### config.mk
export PLATFORM = sky130hd
export DESIGN_NAME = cpu_sequencer
export DESIGN_NICKNAME = d
export VERILOG_FILES = /design/src/rtl/cpu_sequencer_pkg.sv /design/src/rtl/cpu_sequencer_mem_wait_timer.sv /design/src/rtl/cpu_sequencer.sv
export SDC_FILE = /design/constraint.sdc
export NUM_CORES = 1
export LEC_CHECK = 0
export BUFFER_PORTS_ARGS = -buffer_cell sky130_fd_sc_hd__buf_4
export CORE_AREA = 2 2 79 51
export CTS_CLUSTER_SIZE = 14
export DETAILED_ROUTE_END_ITERATION = 8
export DIE_AREA = 0 0 81 53
export PLACE_DENSITY_LB_ADDON = 0.05
export SLEW_MARGIN = 10
export SYNTH_ARGS = -nofsm -noshare
export SYNTH_HDL_FRONTEND = slang
export SYNTH_SLANG_ARGS = --single-unit
### constraint.sdc
create_clock -name Clock -period 1.9 [get_ports Clock]
set_input_delay 0.19 -clock Clock [delete_from_list [all_inputs] [get_ports Clock]]
set_output_delay 0.19 -clock Clock [all_outputs]
set_load 0.03 [all_outputs]
### src/rtl/cpu_sequencer_pkg.sv
// Shared CPU encodings: opcodes (also used by the control decoder) and sequencer states.
// Latency: none, constants only.
// Backpressure: n/a.
package cpu_pkg;

    // Opcodes as found in IR[15:13]
    localparam logic [2:0] OP_RTYPE = 3'b000;
    localparam logic [2:0] OP_ANDI  = 3'b001;
    localparam logic [2:0] OP_ORI   = 3'b010;
    localparam logic [2:0] OP_ADDI  = 3'b011;
    localparam logic [2:0] OP_SLTI  = 3'b100;
    localparam logic [2:0] OP_LW    = 3'b101;
    localparam logic [2:0] OP_SW    = 3'b110;
    localparam logic [2:0] OP_BNE   = 3'b111;

    // Sequencer state encoding; also exported on Phase for debug
    localparam logic [2:0] ST_IDLE   = 3'd0;
    localparam logic [2:0] ST_FETCH  = 3'd1;
    localparam logic [2:0] ST_DECODE = 3'd2;
    localparam logic [2:0] ST_EXEC   = 3'd3;
    localparam logic [2:0] ST_MEM    = 3'd4;
    localparam logic [2:0] ST_WB     = 3'd5;
    localparam logic [2:0] ST_FAULT  = 3'd7;

    // Loads and stores take the extra MEM phase
    function automatic logic is_mem_op(input logic [2:0] op);
        return (op == OP_LW) || (op == OP_SW);
    endfunction

endpackage

### src/rtl/cpu_sequencer_mem_wait_timer.sv
// Counts consecutive unready memory-request cycles; flags when WAIT_LIMIT is reached.
// Latency: expired is a registered-count compare, valid the cycle after the last increment.
// Backpressure: none; saturates at WAIT_LIMIT until cleared.
module mem_wait_timer #(
    parameter int WAIT_LIMIT = 15
) (
    input  logic Clock,
    input  logic Reset,
    input  logic clear,
    input  logic count_en,
    output logic expired
);

    localparam int CW = $clog2(WAIT_LIMIT + 1);
    localparam logic [CW-1:0] LIMIT = CW'(WAIT_LIMIT);

    logic [CW-1:0] count_q;
    logic [CW-1:0] count_d;

    // Next count: clear wins, otherwise count up and hold at the limit
    always_comb begin
        count_d = count_q;
        if (clear) begin
            count_d = '0;
        end else if (count_en && (count_q != LIMIT)) begin
            count_d = count_q + 1'b1;
        end
    end

    // Count register
    always_ff @(posedge Clock or posedge Reset) begin
        if (Reset) begin
            count_q <= '0;
        end else begin
            count_q <= count_d;
        end
    end

    assign expired = (count_q == LIMIT);

endmodule

### src/rtl/cpu_sequencer.sv
// Multi-cycle fetch/decode/exec/mem/wb phase sequencer generating datapath enables and memory handshake.
// Latency: 3 (BNE), 4 (ALU, SW), 5 (LW) cycles per instruction plus one per memory wait cycle.
// Backpressure: holds MemReq until MemReady; faults after WAIT_LIMIT unready cycles.
module cpu_sequencer
    import cpu_pkg::*;
#(
    parameter int WAIT_LIMIT = 15
) (
    input  logic        Clock,
    input  logic        Reset,
    input  logic        Run,
    input  logic [2:0]  OPCODE,
    input  logic        Zero,
    input  logic        MemReady,
    output logic        MemReq,
    output logic        MemWe,
    output logic        IRWrite,
    output logic        PCWrite,
    output logic        PCSrc,
    output logic        MdrWrite,
    output logic        RegWriteEn,
    output logic        Retire,
    output logic [15:0] InstrCount,
    output logic        Fault,
    output logic [2:0]  Phase
);

    logic [2:0]  state_q, state_d;
    logic [2:0]  op_q, op_d;
    logic [15:0] instr_count_q, instr_count_d;
    logic        wait_expired;
    logic        wait_clear;

    // Strobes and next state; strobes are Moore except the MemReady- and Zero-gated ones
    always_comb begin
        state_d    = state_q;
        MemReq     = 1'b0;
        MemWe      = 1'b0;
        IRWrite    = 1'b0;
        PCWrite    = 1'b0;
        PCSrc      = 1'b0;
        MdrWrite   = 1'b0;
        RegWriteEn = 1'b0;
        Retire     = 1'b0;
        Fault      = 1'b0;
        case (state_q)
            ST_IDLE: begin
                if (Run) state_d = ST_FETCH;
            end
            ST_FETCH: begin
                MemReq = 1'b1;
                if (MemReady) begin
                    IRWrite = 1'b1;
                    PCWrite = 1'b1;
                    state_d = ST_DECODE;
                end else if (wait_expired) begin
                    state_d = ST_FAULT;
                end
            end
            ST_DECODE: begin
                state_d = ST_EXEC;
            end
            ST_EXEC: begin
                if (op_q == OP_BNE) begin
                    PCWrite = ~Zero;
                    PCSrc   = 1'b1;
                    Retire  = 1'b1;
                end else if (is_mem_op(op_q)) begin
                    state_d = ST_MEM;
                end else begin
                    state_d = ST_WB;
                end
            end
            ST_MEM: begin
                MemReq = 1'b1;
                MemWe  = (op_q == OP_SW);
                if (MemReady) begin
                    if (op_q == OP_SW) begin
                        Retire = 1'b1;
                    end else begin
                        MdrWrite = 1'b1;
                        state_d  = ST_WB;
                    end
                end else if (wait_expired) begin
                    state_d = ST_FAULT;
                end
            end
            ST_WB: begin
                RegWriteEn = 1'b1;
                Retire     = 1'b1;
            end
            ST_FAULT: begin
                Fault = 1'b1;
            end
            default: begin
                state_d = ST_IDLE;
            end
        endcase
        // Run is only consulted at retire, so a dropped Run never aborts an instruction
        if (Retire) state_d = Run ? ST_FETCH : ST_IDLE;
    end

    // Opcode is captured once in DECODE; IR-driven OPCODE may change afterwards
    always_comb begin
        op_d = (state_q == ST_DECODE) ? OPCODE : op_q;
    end

    // Retired-instruction counter, wraps naturally at 16 bits
    always_comb begin
        instr_count_d = Retire ? (instr_count_q + 16'd1) : instr_count_q;
    end

    // State, captured opcode and retire count registers
    always_ff @(posedge Clock or posedge Reset) begin
        if (Reset) begin
            state_q       <= ST_IDLE;
            op_q          <= OP_RTYPE;
            instr_count_q <= 16'd0;
        end else begin
            state_q       <= state_d;
            op_q          <= op_d;
            instr_count_q <= instr_count_d;
        end
    end

    // Wait count restarts on each completed transfer and on every phase change
    assign wait_clear = (MemReq && MemReady) || (state_d != state_q);

    mem_wait_timer #(
        .WAIT_LIMIT (WAIT_LIMIT)
    ) u_wait_timer (
        .Clock    (Clock),
        .Reset    (Reset),
        .clear    (wait_clear),
        .count_en (MemReq && !MemReady),
        .expired  (wait_expired)
    );

    assign InstrCount = instr_count_q;
    assign Phase      = state_q;

endmodule

# ---- Word level (Yosys, flattened, before mapping)
# Index checks and enable logic that the tools add are counted.
dict set report word_totals {
  inputBits 8
  elab_cells 57
  output_inout_bits 28
  regBits 26
}
dict set report classes {
  n_reduce_logical 10
  n_bitwise 1
  n_addsub 2
  n_eq_ne 12
  mux 28
}
# op n
set op_table {}
lappend op_table {{$mux W3} 7}
lappend op_table {{$eq A3 B3 Y1 const B} 6}
lappend op_table {{$pmux W3 S6} 1}
lappend op_table {{$add A16 B1 Y16 const B} 1}
lappend op_table {{$mux W1} 16}
lappend op_table {{$mux W4} 2}
lappend op_table {{$eq A3 B2 Y1 const B} 2}
lappend op_table {{$add A4 B1 Y4 const B} 1}
lappend op_table {{$eq A4 B4 Y1 const B} 1}
lappend op_table {{$ne A4 B4 Y1 const B} 1}
lappend op_table {{$reduce_or A2 Y1} 2}
lappend op_table {{$eq A3 B1 Y1 const B} 1}
lappend op_table {{$logic_and A1 B1 Y1} 3}
lappend op_table {{$logic_not A3 Y1} 1}
lappend op_table {{$ne A3 B3 Y1} 1}
lappend op_table {{$pmux W1 S3} 1}
lappend op_table {{$logic_or A1 B1 Y1} 2}
lappend op_table {{$pmux W1 S2} 1}
lappend op_table {{$reduce_bool A2 Y1} 1}
lappend op_table {{$logic_not A1 Y1} 1}
lappend op_table {{$not A1 Y1} 1}

# ---- Logic depth before layout (Yosys ltp)
# Gate-level depths: netlist (run 1).
dict set report logic_depth {
  depth_word 9
  ltp_mapped 7
  depth_no_buf 6
}

# ---- Hierarchy
# Synthesis (run 1) repeated with hierarchy kept, for this count alone.
dict set report unflattened {
  hier_cells 153
  hier_area_um2 1546.5
}
# mod area_per_inst_um2 seq_area_each_um2 cells_per_inst n_inst
set by_module_without_submodules {}
lappend by_module_without_submodules {cpu_sequencer 1313.8 550.5 132 1}
lappend by_module_without_submodules {mem_wait_timer 232.7 100.1 21 1}

# ---- Least setup slack after synthesis (run 1)
# Ideal clock, no wire load.
dict set report synth_timing {
  path_kind {flip-flop to flip-flop}
  start {register state_q[1], in the netlist Phase[1]}
  end {register instr_count_q[15], in the netlist InstrCount[15]}
  n_path_buf 2
  synth_period_minus_slack_ns 1.964
  arrival_time_ns 1.831
  required_ns 1.767
  setup_ns 0.133
  path_slack_ns -0.064
  stages_incl_launch_ff 8
  path_cell_list {dfrtp_1 -> buf_2 -> nand2_1 -> or3_1 -> buf_2 -> a211oi_4 -> nand4_1 -> xnor2_1}
}
dict set report synth_via {
  elab_chain_cells 2
  elab_cells_between_ends 4
  cone_classes {eq/ne: 3; mux: 1}
}
# item line_no
set synth_rtl {}
lappend synth_rtl {{from (decl)} cpu_sequencer.sv:28} ;# logic [2:0] state_q, state_d;
lappend synth_rtl {{from (signal assigned)} cpu_sequencer.sv:120} ;# state_q <= state_d;
lappend synth_rtl {{$eq A3 B3 Y1 / $eq A3 B2 Y1 (equally long branches)} cpu_sequencer.sv:46} ;# case (state_q)
lappend synth_rtl {{$pmux W1 S3 *} cpu_sequencer.sv:46}
lappend synth_rtl {{to (signal assigned)} cpu_sequencer.sv:122} ;# instr_count_q <= instr_count_d;
lappend synth_rtl {{to (decl)} cpu_sequencer.sv:30} ;# logic [15:0] instr_count_q, instr_count_d;
# Every way passes the cells marked *; elsewhere a longest branch is shown, timed or not.
# A chain may end at the register's enable or synchronous reset.

# ---- Worst setup path after layout (run 1)
dict set report layout_timing {
  start {register op_q[0]}
  end {output Retire}
}
dict set report layout_via {
  elab_chain_cells 4
  elab_cells_between_ends 6
  cone_classes {eq/ne: 2; mux: 4}
}
# item line_no
set layout_rtl {}
lappend layout_rtl {{from (decl)} cpu_sequencer.sv:29} ;# logic [2:0] op_q, op_d;
lappend layout_rtl {{from (signal assigned)} cpu_sequencer.sv:121} ;# op_q <= op_d;
lappend layout_rtl {{$eq A3 B3 Y1} cpu_sequencer.sv:78} ;# if (op_q == OP_SW) begin
lappend layout_rtl {{$mux W1} cpu_sequencer.sv:78}
lappend layout_rtl {{$mux W1} cpu_sequencer.sv:77} ;# if (MemReady) begin
lappend layout_rtl {{$pmux W1 S3 *} cpu_sequencer.sv:46}
lappend layout_rtl {{to (decl)} cpu_sequencer.sv:22} ;# output logic Retire,
# Marked as above.

==> results of run 1 <==
-- final cells by class --
cell class / instances / area share
inverter: 5 / 0.01005
multi-input combinational: 106 / 0.4021
tap: 47 / 0.03150
sequential: 26 / 0.3512
clock buffer: 4 / 0.02413
timing repair buffer: 45 / 0.1810
-- metrics by stage --
| stage | TNS (ps) | setup slack (ps) | util | std cells |
|---|---|---|---|---|
| 2_1_floorplan | 0 | 21.90 | - | 142 |
| 3_3_place_gp | -72.26 | -27.03 | 0.4996 | 225 |
| 3_5_place_dp | 0 | 33.97 | 0.4996 | 225 |
| 4_1_cts | 0 | 2.792 | 0.5135 | 229 |
| 5_1_grt | -37.55 | -24.42 | 0.5287 | 233 |
| 6_report | 0 | 77.41 | 0.5287 | 233 |
-- sequential cells by signal, summed over array words and instances (netlist names) --
register,flops
op_q,3
u_wait_timer.count_q,4
InstrCount,16
Phase,3
-- worst max-delay path: stages, from the launching register on --
cell and delay [ps]:
dfrtp_1 420, nand3_1 160, or3_4 440, nand2_2 160, buf_4 190
-- final timing paths --
| check | endpoint | slack (ps) | cells past startpoint |
|---|---|---|---|
| min | InstrCount[13] | 70 | 2 |
| max in group asynchronous | InstrCount[5] | 1260 | 3 |
| max | Retire | 80 | 4 |
| min in group Clock | op_q[1] | 150 | 2 |
| max reg2reg | InstrCount[15] | 100 | 5 |
| min reg2reg | InstrCount[15] | 480 | 1 |
-- routing by layer --
metal | vias to the layer above | routed length, um
li1 | 582 | -
met1 | 552 | 1718
met2 | 50 | 1415
met3 | 4 | 245
met4 | 0 | 11
met5 | - | 0
-- cell usage after synthesis (all sizes together), types with 2 or more instances --
library cell | count | area [um2]
nand4 | 5 | 31.28
ha | 2 | 25.02
xor2 | 9 | 78.83
dfrtp | 26 | 650.6
nor3 | 2 | 10.01
a211oi | 2 | 27.53
nand2 | 14 | 55.06
inv | 5 | 18.77
and2 | 2 | 12.51
and3 | 5 | 31.28
xnor2 | 10 | 87.58
a31oi | 2 | 12.51
o21bai | 2 | 15.01
a21oi | 2 | 10.01
o21ai | 4 | 20.01
nand3b | 2 | 15.01
nor2 | 14 | 55.06
nor2b | 3 | 18.77
nand3 | 6 | 30.03
mux2 | 5 | 56.30
and4 | 2 | 17.52
buf | 4 | 20.02
-- layout by cell type (no fill, tap or decap), types with 2 or more instances in the layout --
cell      count
buf_4        45
dfrtp_1      22
nand2_1      13
nor2_1       13
xnor2_1      10
xor2_1        9
nand3_1       6
mux2_2        5
nand4_1       5
and3_1        5
inv_1         5
dfrtp_2       4
nor2b_1       3
o21ai_0       3
clkbuf_8      3
nor3_1        2
nand3b_1      2
a31oi_1       2
a21oi_1       2
o21bai_1      2
and4_1        2
and2_1        2
ha_1          2
-- report_power, final --
group	leakage (uW)	switching (uW)	internal (uW)	total (uW)
registers	0.000312	181	694	875
logic	0.000484	861	632	1490
clock network	0.0000228	171	150	321
-- logic make-up (layout without fill, tap and decap cells) --
group / after synthesis / after routing / synth area share
buffers and inverters: 10 / 54 / 0.02996
DFF: 26 / 26 / 0.4581
xor gates and xnor gates: 19 / 19 / 0.1172
and+or+nand+nor: 60 / 60 / 0.2229
adders and majority gates: 2 / 2 / 0.01762
AOI/OAI and AO/OA: 19 / 19 / 0.1075
muxes: 6 / 6 / 0.04669
-- timing repair --
action | CTS | global route
setup buffers | 0 | 4
gates resized for setup | 1 | 6
pin swaps | 0 | 2
setup endpoints to repair | 1 | 14
==> impl_metrics.ini, run 1 <==
[yosys]
yosysSeqAreaShare = 0.4581
netlist_instances = 142
yosysWarnings = 0
syn_nets = 152
netlist_area_um2 = 1420
async_flop_share = 1.000
avgSynthCellArea_um2 = 10.00
ys_ff_latch = 26
synth_flop_cell = dfrtp_1
yosys.cell_types.count = 40
synth-edff-count = 0

[timing]
finalSetupViolCount = 0
post-route-min-period_ps = 1823
hold_viol = 0
drv_slew = 0
tightest_slew_ps = 806.4
whs_ps = 71.74
slew_headroom = 0.4618
fmax_ghz = 0.5487
min_period_over_period = 0.9593
finClkSkew_ps = 4.006

[placement]
hpwl_um = 2490
portBuffers = 35
place_area_um2 = 1764
place.gp.congestion = 0.8072

[clocking]
clock-root-buffer = clkbuf_8
clk_pin_slew_ps = 90
cts.sinks = 26
clock_latency_ps = 270
cts_hold_buf = 0
clock_path_buffers = 2
tritoncts = built
h-tree-depth = 1
cts_inserted_buffers = 3

[setup_path]
crit_type = reg2out
timing.rr.start = op_q[0]
critPathLaunch = op_q[0]
crit_fanout = 7
arrival_ps = 1630
required_ps = 1710
worstSetupStartpointType = flip-flop
crit_path_end_kind = output pin

[die]
fp.dieArea_um2 = 4293
die_w_um = 81
core_area_um2 = 3531
die_h_um = 53
initial_utilization = 0.4022
core.rowCount = 17
io_pins = 36

[power]
p_total_uw = 2689
p_leak_uw = 0.0008188
vdd_drop_max_uv = 623.3
p_per_area_nw_per_um2 = 1440

[detailed_routing]
first_pass_iters = 5
drt_iter0_drc = 69
drc = 0
ant_nets = 0
viasPerCell = 5.099
vias = 1188
wl_per_cell_um = 14.55
routed_wl_um = 3391

[run_status]
status = complete, no violations

[global_routing]
grt_antenna_before_repair = 0
met1_usage = 0.2550
grt_max_degree = 22
use_met2 = 0.2369
grt_pass1_vias = 1116
top_usage_layer = met1
overflow = 0
grt_pass1_wl_um = 5388
track_usage = 0.1681
grt_util_met3 = 0.04778

[cells_and_area]
seqCellArea_um2 = 655.6
area_growth_pct = 31.45
antenna_cells = 0
drive_gt1_frac = 0.3602
fill_cells = 337
nNetsFinal = 197
multiInputGateArea_um2 = 750.7
final_area_um2 = 1867

[hold_path]
hp-class = in2async

[run]
maxCapViolations = 0
Note: power is estimated with default switching activity, not from simulation.
==> run 2: changes to the inputs <==
Settings changed: ABC_AREA from default to 1, CORE_AREA 2 2 79 51 to 2 2 84 54, DIE_AREA 0 0 81 53 to 0 0 86 56.
==> run 2 against run 1 <==
Clock power decreased by 6.2%. Critical path depth up 2. Sequential share of layout area down 3.3 points. Fmax is 3.0% higher. Global-route usage down 0.86 points. Core utilization down 1.5 points. First-iteration DRC count rose by 28%. Hold slack improved by 82 ps. Critical endpoint unchanged. Highest routed layer unchanged. Clock-buffer cell count shrank 1. Clock skew is 1.6 ps lower.
==> impl_metrics.ini, run 2 <==
[run_status]
status = complete, no violations

[yosys]
synth.most_common_cell = nand2_1
synth_top_area_share = 0.4078
netlist_instances = 200
yosysSeqAreaShare = 0.4078
synth_top_area_cell = dfrtp_1
syn_nets = 210
yosysWarnings = 0
yosys.cell_types.count = 29
netlist_area_um2 = 1595
synth-edff-count = 0
avgSynthCellArea_um2 = 7.976
synth_common_cells = nand2_1 (45), nor2_1 (28), dfrtp_1 (26)
ys_ff_latch = 26
synth_flop_cell = dfrtp_1
async_flop_share = 1.000
yosys-top-cells-area = dfrtp_1 (41%), nand2_1 (11%), nor2_1 (6.6%), xor2_1 (4.9%), nand3_1 (4.7%)

[setup_path]
cp_num_buf_inv = 2
slowest_delay_ps = 420
r2r_setup_slack_ps = 150
crit_fanout = 13
worstSetupStartpointType = flip-flop
crit_type = reg2out
crit_path_end_kind = output pin
arrival_ps = 1580
path_delay_family = simple AND/OR/NAND/NOR gates
required_ps = 1710
worstPathCellList = buf_4, nand3_2, nor2_2, nor2_2, nand2_4, buf_4
critPathSlowestCell = dfrtp_1

[die]
io_pins = 36
die_h_um = 56
die_w_um = 86
core.rowCount = 18
initial_utilization = 0.4002
core_area_um2 = 3986
fp.dieArea_um2 = 4816

[detailed_routing]
viasPerCell = 4.628
wl_per_cell_um = 12.01
drt_iter0_drc = 88
ant_nets = 0
first_pass_iters = 4
vias = 1379
routed_wl_um = 3578
drc = 0

[placement]
portBuffers = 35
place.gp.congestion = 0.8312
dp_slack_ps = 203.1
hpwl_um = 2735

[power]
p_int_uw = 1464
clkPwrFrac = 0.108
vdd_drop_max_uv = 813.5
pwr-share-seq = 0.313
switchingPower_uw = 1313
p_total_uw = 2777
combPwrFrac = 0.579
switching_share = 0.4728
p_leak_uw = 0.001042
p_per_area_nw_per_um2 = 1356

[timing]
drv_slew = 0
hold_viol = 0
setup_ws_ps = 131.1
slew_headroom = 0.7761
post-route-min-period_ps = 1769
min_period_over_period = 0.9310
finalSetupViolCount = 0
setup_tns_ps = 0
fmax_ghz = 0.5653
tightest_slew_ps = 335.9
rsz0062_at_grt = no
finClkSkew_ps = 2.359

[global_routing]
grt_antenna_before_repair = 0
grt_max_degree = 27
overflow = 0
grt_pass1_vias = 1225
track_usage = 0.1595
grt_pass1_wl_um = 6106

[clocking]
clock_path_buffers = 2
cts_inserted_buffers = 3
clock-root-buffer = clkbuf_8
h-tree-depth = 1
tritoncts = built
clk_pin_slew_ps = 80
cts.sinks = 26
clock_latency_ps = 260

[cells_and_area]
final_cell_mix = buf_4 (46), nand2_1 (45), nor2_1 (27)
nNetsFinal = 260
area_growth_pct = 28.39
largest_reg_flops = 16
drive_gt1_frac = 0.3024
final_common_cell = buf_4
antenna_cells = 0

[hold_path]
hp-class = in2reg

[run]
maxCapViolations = 0
## run 2: changes by cell type after synthesis, sizes merged, moves of 3 or more
cell	delta
nor2b	-3
nand3	+12
nor2	+19
mux2	-3
nor3	+6
a21oi	+4
xnor2	-4
nand2	+36
inv	+16
and3	-5
## run 2: cell families (layout without fill, tap and decap cells)
group                    after synthesis  count (layout)  share of synthesized area
AO/OA/AOI/OAI                         14              14                    0.05098
XOR/XNOR                              15              15                    0.08236
adder cells (fa/ha/maj)                2               2                    0.01568
buffers and inverters                 24              72                    0.07137
flip-flops                            26              26                     0.4078
multiplexers                           2               2                    0.01412
AND/OR/NAND/NOR                      117             117                     0.3576
## run 2: layout make-up
type                            count  area (um2)
Fill cell                         405        1938
Multi-Input combinational cell    150       833.3
Sequential cell                    26       651.9
Timing Repair Buffer               48       375.4
Inverter                           21       83.83
Tap cell                           50       62.56
Clock buffer                        3       41.29
## run 2: routing by layer
| metal | up-vias | wire [um] | GRT usage | share of wire |
|---|---|---|---|---|
| met5 | - | 0 | 0 | 0 |
| met4 | 0 | 10 | 0.01361 | 0.0028 |
| met3 | 2 | 173 | 0.04154 | 0.048 |
| li1 | 738 | - | - | - |
| met2 | 30 | 1335 | 0.1938 | 0.37 |
| met1 | 609 | 2059 | 0.2759 | 0.58 |
## run 2: stage by stage
| stage | util | hold slack (ps) | cell area [um2] | cells |
|---|---|---|---|---|
| after floorplan | - | 230.0 | 1598 | 200 |
| after global placement | 0.4843 | 272.5 | 1931 | 287 |
| after detailed placement | 0.4843 | 278.6 | 1931 | 287 |
| after CTS | 0.4972 | 146.9 | 1982 | 291 |
| after global routing | 0.5138 | 161.2 | 2048 | 298 |
| final | 0.5138 | 153.4 | 2048 | 298 |
## run 2: path summary, 6_finish.rpt
kind	from	endpoint	cells after the start
min in group asynchronous	Reset	u_wait_timer.count_q[2]	4
setup / recovery	Phase[1]	Retire	6
hold / removal	OPCODE[2]	op_q[2]	2
max in group asynchronous	Reset	Phase[2]	4
hold reg to reg	InstrCount[3]	InstrCount[3]	1
setup reg to reg	Phase[1]	InstrCount[8]	10
## run 2: what timing repair did
item                                   4_1_cts  5_1_grt
hold buffers                                 1        0
buffers inserted                             0        7
setup endpoints to repair                    0        5
gates resized for setup                      0        1
endpoints found under the hold margin       26        0
## run 2: power by group through the flow
stage	clock network, uW	registers [uW]	logic [uW]
2_1_floorplan	0	985	956
3_3_place_gp	0	878	1480
3_5_place_dp	0	877	1470
4_1_cts	314	867	1470
5_1_grt	331	898	1770
6_report	301	869	1610
==> run 3: changes to the inputs <==
Settings changed: ABC_AREA 1 to default, CORE_AREA 2 2 84 54 to 2 2 91 58, DIE_AREA 0 0 86 56 to 0 0 93 60.
==> run 3 against run 2 <==
The flow now finishes with violations (hold timing). Register-to-register slack lost 80 ps. Wire length rose by 1.4%. Sequential power is 0.5% higher. Core utilization fell by 9.9 points. Final area down 2.6%. Sequential share of layout area increased by 0.98 points. Largest power group unchanged. Worst setup slack got worse by 62 ps. Clock-buffer cell count increased by 1. Fmax fell by 3.4%. Non-clock buffer count grew 7. Via count decreased by 11%. Die area increased by 16%.
==> impl_metrics.ini, run 3 (same netlist as run 1, synthesis figures left out) <==
[cells_and_area]
final_area_um2 = 1994
nNetsFinal = 207
area_growth_pct = 40.44
antenna_cells = 0
final_cell_mix = buf_4 (53), dfrtp_1 (23), nor2_1 (13)
largest_reg_flops = 16
drive_gt1_frac = 0.4031
final_common_cell = buf_4
fill_cells = 502

[placement]
portBuffers = 35
place.gp.congestion = 0.8745
place_area_um2 = 1803
hpwl_um = 2620

[clocking]
clock-root-buffer = clkbuf_8
cts_inserted_buffers = 3
clk_pin_slew_ps = 90
h-tree-depth = 1
tritoncts = built
clock_latency_ps = 270
clock_path_buffers = 2
cts_hold_buf = 0
cts.sinks = 26

[setup_path]
crit_fanout = 5
crit_path_end = u_wait_timer.count_q[2]
slowest_delay_ps = 460
timing.rr.start = Phase[0]
reg2reg_depth = 6
r2r-end = u_wait_timer.count_q[2]
worstPathCellList = buf_4, nor3b_2, nand3b_1, and3_1, o311ai_4, nor2_1
arrival_ps = 1980
critPathLaunch = Phase[0]
critPathSlowestCell = dfrtp_2
worstSetupStartpointType = flip-flop
required_ps = 2050
r2r_setup_slack_ps = 70
crit_path_end_kind = flip-flop
path_delay_family = simple AND/OR/NAND/NOR gates
cp_num_buf_inv = 1
cp.depth = 6
crit_type = reg2reg

[hold_path]
hp-class = in2async

[global_routing]
grt_max_degree = 16
overflow = 0
grt_pass1_wl_um = 5802
grt_pass1_vias = 1146
track_usage = 0.1345
grt_antenna_before_repair = 0

[power]
p_total_uw = 2908
switchingPower_uw = 1261
clkPwrFrac = 0.122
switching_share = 0.4338
p_leak_uw = 0.0008792
p_int_uw = 1646
pwr-share-seq = 0.300
combPwrFrac = 0.578
p_per_area_nw_per_um2 = 1458
vdd_drop_max_uv = 358.6

[run]
maxCapViolations = 0

[detailed_routing]
first_pass_iters = 4
drc = 0
drt_iter0_drc = 136
viasPerCell = 4.695
routed_wl_um = 3629
ant_nets = 0
wl_per_cell_um = 13.85
vias = 1230

[run_status]
status = finished with violations
violations = hold timing

[timing]
tightest_slew_ps = 575.2
finalSetupViolCount = 0
hold_viol = 13
drv_slew = 0
slew_headroom = 0.6161
finClkSkew_ps = 6.040
post-route-min-period_ps = 1831
fmax_ghz = 0.5461
whs_ps = -26.98
min_period_over_period = 0.9638

[die]
fp.dieArea_um2 = 5580
die_h_um = 60
die_w_um = 93
core_area_um2 = 4805
io_pins = 36
initial_utilization = 0.2956
core.rowCount = 20
run 3: how the worst min path moves through the flow:
stage,slack (ps),depth (start not counted),endpoint
finish,-30,2,InstrCount[12]
global route,20,2,InstrCount[13]
CTS,2,2,InstrCount[13]
detailed placement,290,2,InstrCount[13]
global placement,280,2,InstrCount[13]
floorplan,230,1,InstrCount[0]
run 3: through the flow:
| stage | worst slack, ps | instances | hold WS (ps) | utilization | TNS, ps |
|---|---|---|---|---|---|
| finish | 68.72 | 262 | -26.98 | 0.4151 | 0 |
| global route | -67.36 | 262 | 21.12 | 0.4151 | -231.1 |
| CTS | 9.505 | 256 | 2.019 | 0.3982 | 0 |
| floorplan | 21.90 | 142 | 229.9 | - | 0 |
| global placement | 101.3 | 246 | 283.1 | 0.3753 | 0 |
| detailed placement | 8.352 | 246 | 294.1 | 0.3753 | 0 |
run 3: what timing repair did:
action / in CTS / in global routing
setup buffers: 6 / 6
pin swaps: 0 / 2
hold endpoints to repair: 0 / 0
endpoints found under the setup margin: 5 / 8
resized for setup: 3 / 8
run 3: power by group through the flow:
stage / logic [uW] / clock network (uW) / registers [uW]
final: 1680 / 355 / 873
after global routing: 1800 / 402 / 891
after CTS: 1490 / 374 / 858
after detailed placement: 1370 / 0 / 884
after global placement: 1380 / 0 / 874
after floorplan: 806 / 0 / 984
run 3: cell type report:
class	count	area, um2	area share
Sequential cell	26	654.4	0.3281
Timing Repair Buffer	55	420.4	0.2108
Multi-Input combinational cell	106	763.2	0.3827
Inverter	5	18.77	0.009410
Clock buffer	4	55.05	0.02760
Tap cell	66	82.58	0.04141
run 3: per-layer routing:
layer / part of all wire / vias to the layer above / track usage / wire length [um]
met4: 0.0041 / 0 / 0.02101 / 15
li1: - / 601 / - / -
met2: 0.45 / 32 / 0.2050 / 1643
met5: 0 / - / 0 / 0
met1: 0.49 / 595 / 0.1955 / 1778
met3: 0.053 / 2 / 0.03657 / 191
run 3: worst register-to-register path, cell delays in order (launching register included):
cell and delay [ps]:
dfrtp_2 460, buf_4 150, nor3b_2 260, nand3b_1 160
and3_1 250, o311ai_4 340, nor2_1 90
